## src/rtl/demod_ch_sched.sv

```systemverilog
// Time-multiplexed channel scheduler for a shared phase-unwrap/differentiator datapath.
// Optional build macro DEMOD_CH_SCHED_PRIO_EN selects fixed priority (lowest channel wins) instead of round-robin.
//
// state  | meaning
// -------+------------------------------------------------------------
// IDLE   | no grants; waits for enable, flush here clears contexts
// RUN    | grants allowed, one handshake per cycle
// DRAIN  | no grants; waits for in-flight issues to return
// FLUSH  | no grants; waits for drain, then clears primed/context
module demod_ch_sched #(
    parameter int NCH    = 2,
    parameter int PW     = 12,
    parameter int DP_LAT = 3,
    parameter int CH_W   = (NCH > 1) ? $clog2(NCH) : 1
) (
    input  logic                clk,
    input  logic                rst,
    input  logic                enable,
    input  logic                flush,
    input  logic [NCH-1:0]      in_valid,
    input  logic [NCH*PW-1:0]   in_phase,
    output logic [NCH-1:0]      in_ready,
    output logic                dp_valid,
    output logic [PW-1:0]       dp_cur,
    output logic [PW-1:0]       dp_prev,
    input  logic [PW-1:0]       dp_result,
    output logic                out_valid,
    output logic [PW-1:0]       out_data,
    output logic [CH_W-1:0]     out_ch,
    output logic                busy
);

    typedef enum logic [1:0] {S_IDLE, S_RUN, S_DRAIN, S_FLUSH} state_t;

    state_t             state, state_nxt;
    logic [NCH-1:0]     primed;
    logic [PW-1:0]      ctx [NCH];
    logic               gnt_any;
    logic [CH_W-1:0]    gnt_idx;
    logic [PW-1:0]      gnt_phase;
    logic [CH_W-1:0]    dp_ch;
    logic [DP_LAT-1:0]  tag_v;
    logic [CH_W-1:0]    tag_ch [DP_LAT];
    logic               pipe_empty;
    logic               clr_ctx;
`ifndef DEMOD_CH_SCHED_PRIO_EN
    logic [CH_W-1:0]    rr_ptr;
`endif

    // Grant depends only on state, so a handshake in the cycle flush/enable changes still completes.
    always_comb begin
        int j;
        j         = 0;
        gnt_any   = 1'b0;
        gnt_idx   = '0;
        in_ready  = '0;
        if (state == S_RUN) begin
`ifdef DEMOD_CH_SCHED_PRIO_EN
            for (int i = NCH - 1; i >= 0; i--) begin
                if (in_valid[i]) begin
                    gnt_any = 1'b1;
                    gnt_idx = CH_W'(i);
                end
            end
`else
            for (int i = 0; i < NCH; i++) begin
                j = int'(rr_ptr) + i;
                if (j >= NCH) j = j - NCH;
                if (!gnt_any && in_valid[j]) begin
                    gnt_any = 1'b1;
                    gnt_idx = CH_W'(j);
                end
            end
`endif
        end
        if (gnt_any) in_ready[gnt_idx] = 1'b1;
    end

    assign gnt_phase  = in_phase[int'(gnt_idx)*PW +: PW];
    assign pipe_empty = !dp_valid && !(|tag_v);
    assign busy       = (state != S_IDLE) || !pipe_empty;

    always_comb begin
        state_nxt = state;
        clr_ctx   = 1'b0;
        case (state)
            S_IDLE: begin
                if (flush)       clr_ctx   = 1'b1;
                else if (enable) state_nxt = S_RUN;
            end
            S_RUN: begin
                if (flush)        state_nxt = S_FLUSH;
                else if (!enable) state_nxt = S_DRAIN;
            end
            S_DRAIN: begin
                if (flush)           state_nxt = S_FLUSH;
                else if (pipe_empty) state_nxt = S_IDLE;
            end
            S_FLUSH: begin
                if (pipe_empty) begin
                    clr_ctx   = 1'b1;
                    state_nxt = S_IDLE;
                end
            end
            default: state_nxt = S_IDLE;
        endcase
    end

    always_ff @(posedge clk) begin
        if (rst) begin
            state     <= S_IDLE;
            primed    <= '0;
            for (int i = 0; i < NCH; i++) ctx[i] <= '0;
`ifndef DEMOD_CH_SCHED_PRIO_EN
            rr_ptr    <= '0;
`endif
            dp_valid  <= 1'b0;
            dp_cur    <= '0;
            dp_prev   <= '0;
            dp_ch     <= '0;
            tag_v     <= '0;
            for (int i = 0; i < DP_LAT; i++) tag_ch[i] <= '0;
            out_valid <= 1'b0;
            out_data  <= '0;
            out_ch    <= '0;
        end else begin
            state    <= state_nxt;
            dp_valid <= gnt_any && primed[gnt_idx];
            if (gnt_any) begin
`ifndef DEMOD_CH_SCHED_PRIO_EN
                rr_ptr <= (int'(gnt_idx) == NCH - 1) ? '0 : gnt_idx + 1'b1;
`endif
                if (primed[gnt_idx]) begin
                    dp_cur  <= gnt_phase;
                    dp_prev <= ctx[gnt_idx];
                    dp_ch   <= gnt_idx;
                end
                ctx[gnt_idx]    <= gnt_phase;
                primed[gnt_idx] <= 1'b1;
            end
            if (clr_ctx) begin
                primed <= '0;
                for (int i = 0; i < NCH; i++) ctx[i] <= '0;
            end
            // Tag stage i is visible DP_LAT-1-i cycles before the matching dp_result.
            tag_v[0]  <= dp_valid;
            tag_ch[0] <= dp_ch;
            for (int i = 1; i < DP_LAT; i++) begin
                tag_v[i]  <= tag_v[i-1];
                tag_ch[i] <= tag_ch[i-1];
            end
            out_valid <= tag_v[DP_LAT-1];
            if (tag_v[DP_LAT-1]) begin
                out_data <= dp_result;
                out_ch   <= tag_ch[DP_LAT-1];
            end
        end
    end

endmodule
```

## config.mk

```make
export PLATFORM = sky130hd
export DESIGN_NAME = demod_ch_sched
export DESIGN_NICKNAME = d
export VERILOG_FILES = /design/src/rtl/demod_ch_sched.sv
export SDC_FILE = /design/constraint.sdc
export NUM_CORES = 1
export LEC_CHECK = 0
export ABC_CLOCK_PERIOD_IN_PS = 3030
export BUFFER_PORTS_ARGS = -buffer_cell sky130_fd_sc_hd__buf_2
export CORE_MARGIN = 4
export CORE_UTILIZATION = 52
export DETAILED_ROUTE_END_ITERATION = 6
export PLACE_DENSITY = 0.84
export SKIP_CTS_REPAIR_TIMING = 1
export SLEW_MARGIN = 0
export SYNTH_ARGS = -nofsm -noshare
export SYNTH_HDL_FRONTEND = slang
export SYNTH_SLANG_ARGS = --single-unit
```

## constraint.sdc

```tcl
create_clock -name clk -period 3.03 [get_ports clk]
set_clock_uncertainty 0.1 [all_clocks]
set_input_delay 0.303 -clock clk [delete_from_list [all_inputs] [get_ports clk]]
set_output_delay 0.303 -clock clk [all_outputs]
set_load 0.05 [all_outputs]
```

==> flow_summary.ini, run 1 <==
[worst_setup_path]
cp-end-kind = primary output
start_kind = register
rrSetupSlack_ps = 580
crit_type = register to primary output
cp_cell_sequence = inv_1, ha_1, buf_4, nand2_1, nor2_8, buf_2
path_buf_inv = 3
r2r_cells = 6
cp.required_ps = 2630
reg2reg_to = ctx[1][4]$_SDFFCE_PN0P_
crit_start = state[1]$_SDFFE_PP0P_
critPathArrivalTime_ps = 2340
r2r-start = state[1]$_SDFFE_PP0P_
crit_slowest_cell = nor2_8
path_delay_family = buffers and inverters
max_stage_delay_ps = 510
path_max_fanout = 26

[synthesis]
synth.avg_cell_area_sq_um = 11.8
ys_warn_count = 0
ys_types = 32
async_flop_share_pct = 0
syn_area_sq_um = 3180
synth-edff-count = 24
syn_inst = 270
synth_fp_nets = 317
synth-seq-cells = 75
synth_ff_type = dfxtp_1
seq_area_frac_synth_pct = 54.8

[sta]
finalWorstSetupSlack_ps = 289
drv_slew = 0
final.min_clock_period_ps = 2740
worstMarginPinSlew_ps = 1160
fin_crit_sh_pct = 90.5
max_slew_margin_pct = 22.0
fmax_mhz = 365
rsz0062_at_grt = no
holdWs_ps = 95.6
finalSetupTns_ps = 0
hold_viol_final = 0
final-setup-viol-count = 0

[detailed_routing]
vias = 2304
drt-vias-per-instance = 5.36
ant_nets = 0
drc_errors = 0
drt_iter0_drc = 131
wire_per_inst_microns = 16.2
dr.pass1.iters = 4
wl_microns = 6950

[floorplanning]
io_pins = 84
dieArea_sq_um = 7430
rows = 28
die_w_microns = 86.2
start_util_pct = 53.7
die_h_microns = 86.2
core_sq_um = 5920

[clocking]
cts_tree = done
cts-root-buf = clkbuf_8
path_clk_slew_ps = 80
cts_num_sinks = 75
cts_made_buffers = 9
htree_levels = 3
clockBufferDepth = 2
clock_latency_ps = 340

[layout]
drive_above_1_share_pct = 36.3
nNetsFinal = 397
fillCellCount = 486
final_util_pct = 65.0
n_antenna_cell = 0
syn_to_final_growth_pct = 21.0

[grt]
grt_max_degree = 37
grt_pass1_vias = 2423
antenna_found_initial = 0
overflow = 0
grt.total_usage_pct = 20.0
grt_first_pass_wirelength_microns = 11500

[min_path]
hold_depth = 3
min-delay-start = dp_result[8]
hold_path_class = input port to register
min_to = out_data[8]$_SDFFE_PP0P_

[placed_design]
io_buffer_count = 83
gp_congestion = 0.837
hpwl_microns = 4670
place_ws_ps = 617

[run]
cap_viol_max_count = 0

[power_and_ir_drop]
peakVddDrop_mv = 0.464
powerDensity_nw_per_um2 = 687
p_total_mw = 2.64
p_leak_nw = 1.55

[run_status]
outcome = finished, final reports clean
-- worst register-to-register path: stages, from the launching register on --
cell	delay, ps
dfxtp_1	350
inv_1	150
ha_1	190
buf_4	230
nand2_1	200
nor3_1	860
and2_1	250
-- registers in the layout (all words and copies together) (netlist names) --
| name | count |
|---|---|
| dp_valid | 1 |
| dp_prev | 12 |
| rr_ptr | 1 |
| tag_ch | 3 |
| state | 2 |
| dp_cur | 12 |
| tag_v | 3 |
| primed | 2 |
| dp_ch | 1 |
| out_ch | 1 |
| out_valid | 1 |
| ctx | 24 |
| out_data | 12 |
-- layer usage --
metal | GRT usage, % | vias to the layer above | part of all wire [%]
met5 | 0 | - | 0
met4 | 8.64 | 0 | 1.9
met3 | 6.18 | 10 | 6.3
met2 | 34.1 | 68 | 51
met1 | 23.3 | 1098 | 41
li1 | - | 1128 | -
-- per-stage QoR --
step           cells  area (sq um)
6_report         430          3850
5_1_grt          430          3850
2_1_floorplan    270          3180
4_1_cts          430          3850
3_3_place_gp     414          3610
3_5_place_dp     414          3610
-- report_power, final --
group	switching (mW)	internal [mW]	leakage, nW
sequential	0.0432	1.17	0.672
combinational	0.395	0.178	0.757
clock	0.361	0.493	0.117
total	0.800	1.84	1.55
-- layout by cell type (no fill, tap or decap), types with 5 or more instances in the layout --
| cell | instances |
|---|---|
| dfxtp_1 | 51 |
| buf_4 | 6 |
| mux2i_1 | 37 |
| a211oi_2 | 20 |
| clkbuf_8 | 11 |
| nor2_1 | 27 |
| edfxtp_1 | 24 |
| a21oi_1 | 28 |
| and2_1 | 13 |
| ha_1 | 5 |
| buf_2 | 83 |
| nand2_1 | 9 |
| nor2b_1 | 7 |
-- logic make-up after synthesis --
group,count (synthesis),synth area share [%]
flops,75,54.8
compound gates,65,16.5
buf+inv,23,4.29
simple gates,64,10.4
mux,38,12.0
fa+ha+maj,5,1.97
-- final cells by class --
type | instances | area (sq um) | area share (%)
tap | 75 | 93.8 | 2.44
inverter | 3 | 11.3 | 0.293
clock buffer | 15 | 230 | 5.99
clock inverter | 1 | 7.51 | 0.195
sequential | 75 | 1740 | 45.3
timing repair buffer | 89 | 460 | 12.0
multi-input combinational | 172 | 1300 | 33.8
-- Yosys cell counts (5+ instances only) --
cell | count | area share (%)
and2_1 | 13 | 2.6
buf_6 | 6 | 2.1
nor2_1 | 27 | 3.2
mux2i_1 | 37 | 12
a211oi_2 | 20 | 7.9
nor2b_1 | 7 | 1.4
nand2_1 | 9 | 1.1
a21oi_1 | 28 | 4.4
clkbuf_1 | 8 | 0.94
ha_1 | 5 | 2.0
edfxtp_1 | 24 | 23
dfxtp_1 | 51 | 32
-- worst max-delay path by stage --
stage / depth (start not counted) / end / slack, ps
2_1_floorplan: 4 / ctx[1][0]$_SDFFCE_PN0P_ / 790
3_3_place_gp: 5 / ctx[0][6]$_SDFFCE_PN0P_ / 730
3_5_place_dp: 6 / ctx[1][0]$_SDFFCE_PN0P_ / 620
4_1_cts: 6 / in_ready[1] / 280
5_1_grt: 6 / in_ready[1] / 160
6_report: 6 / in_ready[1] / 290
Note: power is estimated with default switching activity, not from simulation.
==> run 2: changes to the inputs <==
Settings changed: SETUP_SLACK_MARGIN from default to 0.3, TNS_END_PERCENT from default to 10.
==> run 2 against run 1 <==
Wire length rose by 1.8%. Sequential power barely moved. Global-route usage did not move. Critical path type unchanged. Combinational power grew 2%. Highest routed layer unchanged. Cell count rose by 0.23%. Worst hold slack got worse by 0.85 ps. Count of clock-buffer cells in the layout unchanged. Die area is the same.
==> flow_summary.ini, run 2 (synthesis gave the netlist of run 1 again) <==
[placed_design]
dp.cells = 414
gp_congestion = 0.837
place_area_sq_um = 3610
place_ws_ps = 617
io_buffer_count = 83
hpwl_microns = 4670

[detailed_routing]
dr.pass1.iters = 4
drc_errors = 0
ant_nets = 0
wl_microns = 7080
wire_per_inst_microns = 16.4
drt_iter0_drc = 155
drt-vias-per-instance = 5.39
vias = 2322

[clocking]
cts_made_buffers = 9
clock_latency_ps = 340
cts-root-buf = clkbuf_8
cts_num_sinks = 75
clockBufferDepth = 2
cts_tree = done
htree_levels = 3
path_clk_slew_ps = 80

[power_and_ir_drop]
peakVddDrop_mv = 0.466
powerDensity_nw_per_um2 = 688
p_leak_nw = 1.55
p_total_mw = 2.66

[run]
cap_viol_max_count = 0

[sta]
final-setup-viol-count = 0
worstMarginPinSlew_ps = 1170
rsz0062_at_grt = yes
max_slew_margin_pct = 21.4
final.min_clock_period_ps = 2660
fmax_mhz = 375
hold_viol_final = 0
fin_crit_sh_pct = 87.9
finalWorstSetupSlack_ps = 365
drv_slew = 0
finalSetupTns_ps = 0

[worst_setup_path]
start_kind = register
critPathArrivalTime_ps = 2260
cp.required_ps = 2630
path_max_fanout = 18
cp-end-kind = primary output
crit_type = register to primary output

[layout]
fin_area_sq_um = 3860
nNetsFinal = 398
regMostFlops = ctx
fillCellCount = 481
multi_input_area_sq_um = 1320
register_area_sq_um = 1740
syn_to_final_growth_pct = 21.5
final_cell_mix = 83 x buf_2, 51 x dfxtp_1, 37 x mux2i_1
mostFrequentLayoutCell = buf_2
layoutNonFillerInstCount = 431
largest_register_ffs = 24
n_antenna_cell = 0
drive_above_1_share_pct = 36.8

[grt]
grt_max_degree = 37
grt_first_pass_wirelength_microns = 11500
grt_pass1_vias = 2423
grt.total_usage_pct = 20.0
antenna_found_initial = 0
overflow = 0

[floorplanning]
die_h_microns = 86.2
rows = 28
die_w_microns = 86.2
core_sq_um = 5920
io_pins = 84
start_util_pct = 53.7
dieArea_sq_um = 7430

[run_status]
outcome = finished, final reports clean

[min_path]
hold_path_class = input port to register
==> run 2: cell types whose count changed in the layout (fill, tap and decap cells not counted) <==
cell,delta
nor2_4,+1
nor3_1,-1
nor3_2,+1
==> run 2: stage by stage <==
stage	hold WS, ps	util (%)
3_5_place_dp	332	60.9
2_1_floorplan	284	-
4_1_cts	79.9	65.0
3_3_place_gp	322	60.9
5_1_grt	92.8	65.2
6_report	94.7	65.2
==> run 2: per-layer routing <==
layer / share of wire [%] / wire (microns) / global-route usage, % / up-vias
met2: 50 / 3570 / 34.1 / 69
li1: - / - / - / 1128
met5: 0 / 0 / 0 / -
met3: 6.7 / 477 / 6.18 / 10
met1: 41 / 2900 / 23.3 / 1115
met4: 1.8 / 130 / 8.64 / 0
==> run 2: power by group <==
part / total (mW) / internal (mW) / switching [mW] / leakage [nW]
clock network: 0.856 / 0.493 / 0.363 / 0.117
logic: 0.586 / 0.181 / 0.405 / 0.760
registers: 1.21 / 1.17 / 0.0429 / 0.672
==> run 2: final timing paths <==
check                                           start                       end  slack (ps)  cells past startpoint
worst max-delay path            state[1]$_SDFFE_PP0P_               in_ready[1]         370                      6
worst min-delay path                     dp_result[8]  out_data[8]$_SDFFE_PP0P_          90                      3
worst max register to register    tag_v[2]$_SDFF_PP0_   ctx[0][4]$_SDFFCE_PN0P_         620                      4
worst min register to register   tag_ch[1]$_SDFF_PP0_      tag_ch[2]$_SDFF_PP0_         330                      1
==> run 2: cell type report <==
| class | count | share of cell area, % |
|---|---|---|
| repair buffers | 89 | 11.9 |
| flip-flops and latches | 75 | 45.1 |
| well taps | 75 | 2.43 |
| multi-input cells | 173 | 34.1 |
| clock inverters | 1 | 0.194 |
| inverters | 3 | 0.292 |
| clock buffers | 15 | 5.96 |
==> run 2: worst max-delay path: stages (launching register included) <==
cell and delay [ps]:
dfxtp_1 350, inv_1 140, ha_1 190, buf_4 220, nand2_1 280, nor2_8 400, buf_2 340
==> run 3: changes to the inputs <==
Settings changed: ABC_CLOCK_PERIOD_IN_PS 3030 to 3400, CORE_UTILIZATION 52 to 55, PLACE_DENSITY 0.84 to 0.88.
Clock period 3.03 ns to 3.4 ns, I/O delays scaled along.
==> run 3 against run 2 <==
Cell count decreased by 1.4%. Design area decreased by 1.7%. Global-route usage rose by 0.74 points. Worst hold slack improved by 39 ps. Wire length fell by 2.3%. Sequential share of layout area rose by 0.79 points. Core utilization grew 3.3 points. Total power decreased by 15%. Sequential power decreased by 9.9%. Clock power is 21% lower. Sequential cell count did not move. Count of clock-buffer cells in the layout fell by 4. Critical path type unchanged. Critical endpoint unchanged. Largest power group unchanged.
==> flow_summary.ini, run 3 (synthesis gave the netlist of run 1 again) <==
[sta]
fmax_mhz = 359
final.min_clock_period_ps = 2790
max_slew_margin_pct = 19.9
holdWs_ps = 133
final-setup-viol-count = 0
worstMarginPinSlew_ps = 1190
finalSetupTns_ps = 0
rsz0062_at_grt = no
fin_crit_sh_pct = 81.9
hold_viol_final = 0
drv_slew = 0

[clocking]
clock_latency_ps = 340
clockBufferDepth = 2
cts_tree = done
cts-root-buf = clkbuf_8
htree_levels = 3
cts_num_sinks = 75
path_clk_slew_ps = 80
cts_made_buffers = 9

[grt]
grt_max_degree = 29
overflow = 0
antenna_found_initial = 0
grt_pass1_vias = 2360
met2_usage_pct = 33.0
use_met1_pct = 26.1
busiest_layer = met2
grt_first_pass_wirelength_microns = 11600
grt_use_met3_pct = 6.02
grt.total_usage_pct = 20.7

[power_and_ir_drop]
sequentialPowerShare_pct = 47.8
power_frac_clock_pct = 29.9
intPower_mw = 1.55
peakVddDrop_mv = 0.347
switching_share_pct = 31.6
switchingPower_uw = 718
powerDensity_nw_per_um2 = 598
p_comb_share_pct = 22.3
p_leak_nw = 1.53

[layout]
fillCellCount = 428
regMostFlops = ctx
multi_input_area_sq_um = 1300
syn_to_final_growth_pct = 19.4
mostFrequentLayoutCell = buf_2
final_cell_mix = 83 x buf_2, 51 x dfxtp_1, 37 x mux2i_1
register_area_sq_um = 1740
n_antenna_cell = 0
drive_above_1_share_pct = 36.3
nNetsFinal = 395
largest_register_ffs = 24

[worst_setup_path]
r2r_cells = 4
critPathArrivalTime_ps = 2350
start_kind = register
r2r-start = tag_v[2]$_SDFF_PP0_
path_max_fanout = 26
crit_start = state[1]$_SDFFE_PP0P_
cp-end-kind = primary output
endpoint = in_ready[1]
crit_type = register to primary output
rrSetupSlack_ps = 800
cp.required_ps = 2960
reg2reg_to = ctx[0][4]$_SDFFCE_PN0P_

[detailed_routing]
vias = 2320
wl_microns = 6920
drt-vias-per-instance = 5.46
ant_nets = 0
wire_per_inst_microns = 16.3
drc_errors = 0
drt_iter0_drc = 177
dr.pass1.iters = 4

[placed_design]
gp_congestion = 0.816
hpwl_microns = 4720
io_buffer_count = 83

[floorplanning]
core_sq_um = 5540
io_pins = 84
die_h_microns = 84.0
die_w_microns = 84.0
rows = 27
dieArea_sq_um = 7060
start_util_pct = 57.4

[run_status]
outcome = finished, final reports clean

[min_path]
hold_path_class = input port to register

[run]
cap_viol_max_count = 0
## run 3: cell count changes in the layout (fill, tap and decap cells not counted), moves of 2 or more
cell and delta:
clkbuf_8 -2, buf_4 -2, clkinv_2 +3, clkinv_4 +2
## run 3: worst min-delay path by stage
stage                                           end                 start  slack (ps)  cells after the start
after floorplan                tag_ch[1]$_SDFF_PP0_  tag_ch[0]$_SDFF_PP0_         310                      1
after global placement         tag_ch[2]$_SDFF_PP0_  tag_ch[1]$_SDFF_PP0_         320                      1
after detailed placement       tag_ch[2]$_SDFF_PP0_  tag_ch[1]$_SDFF_PP0_         340                      1
after CTS                 out_data[11]$_SDFFE_PP0P_         dp_result[11]         120                      3
after global routing       out_data[4]$_SDFFE_PP0P_          dp_result[4]         130                      3
final                      out_data[4]$_SDFFE_PP0P_          dp_result[4]         130                      3
## run 3: area by class of cell
class	count	share of cell area, %
Sequential cell	75	45.9
Multi-Input combinational cell	172	34.3
Timing Repair Buffer	87	11.7
Clock buffer	11	4.58
Tap cell	72	2.37
Clock inverter	5	0.857
Inverter	3	0.297
## run 3: layer usage
metal	up-vias	share of wire, %
li1	1127	-
met1	1102	42
met2	80	50
met3	11	6.2
met4	0	1.9
met5	-	0
## run 3: metrics by stage
stage | util [%] | setup WS, ps | std cells | cell area [sq um] | total power, mW
floorplan | - | 1160 | 270 | 3180 | 1.48
global placement | 64.8 | 882 | 409 | 3590 | 1.59
detailed placement | 64.8 | 807 | 409 | 3590 | 1.60
CTS | 68.5 | 616 | 425 | 3800 | 2.28
global route | 68.5 | 470 | 425 | 3800 | 2.38
finish | 68.5 | 615 | 425 | 3800 | 2.27
## run 3: power groups by stage
stage,logic [mW],registers (mW),clock network (mW)
floorplan,0.347,1.13,0
global placement,0.490,1.10,0
detailed placement,0.497,1.10,0
CTS,0.501,1.08,0.690
global route,0.549,1.09,0.734
finish,0.506,1.09,0.679
## run 3: critical path: stages, from the launching register on
cell	delay, ps
dfxtp_1	340
inv_1	120
ha_1	220
buf_4	250
nand2_1	190
nor2_8	490
buf_2	370
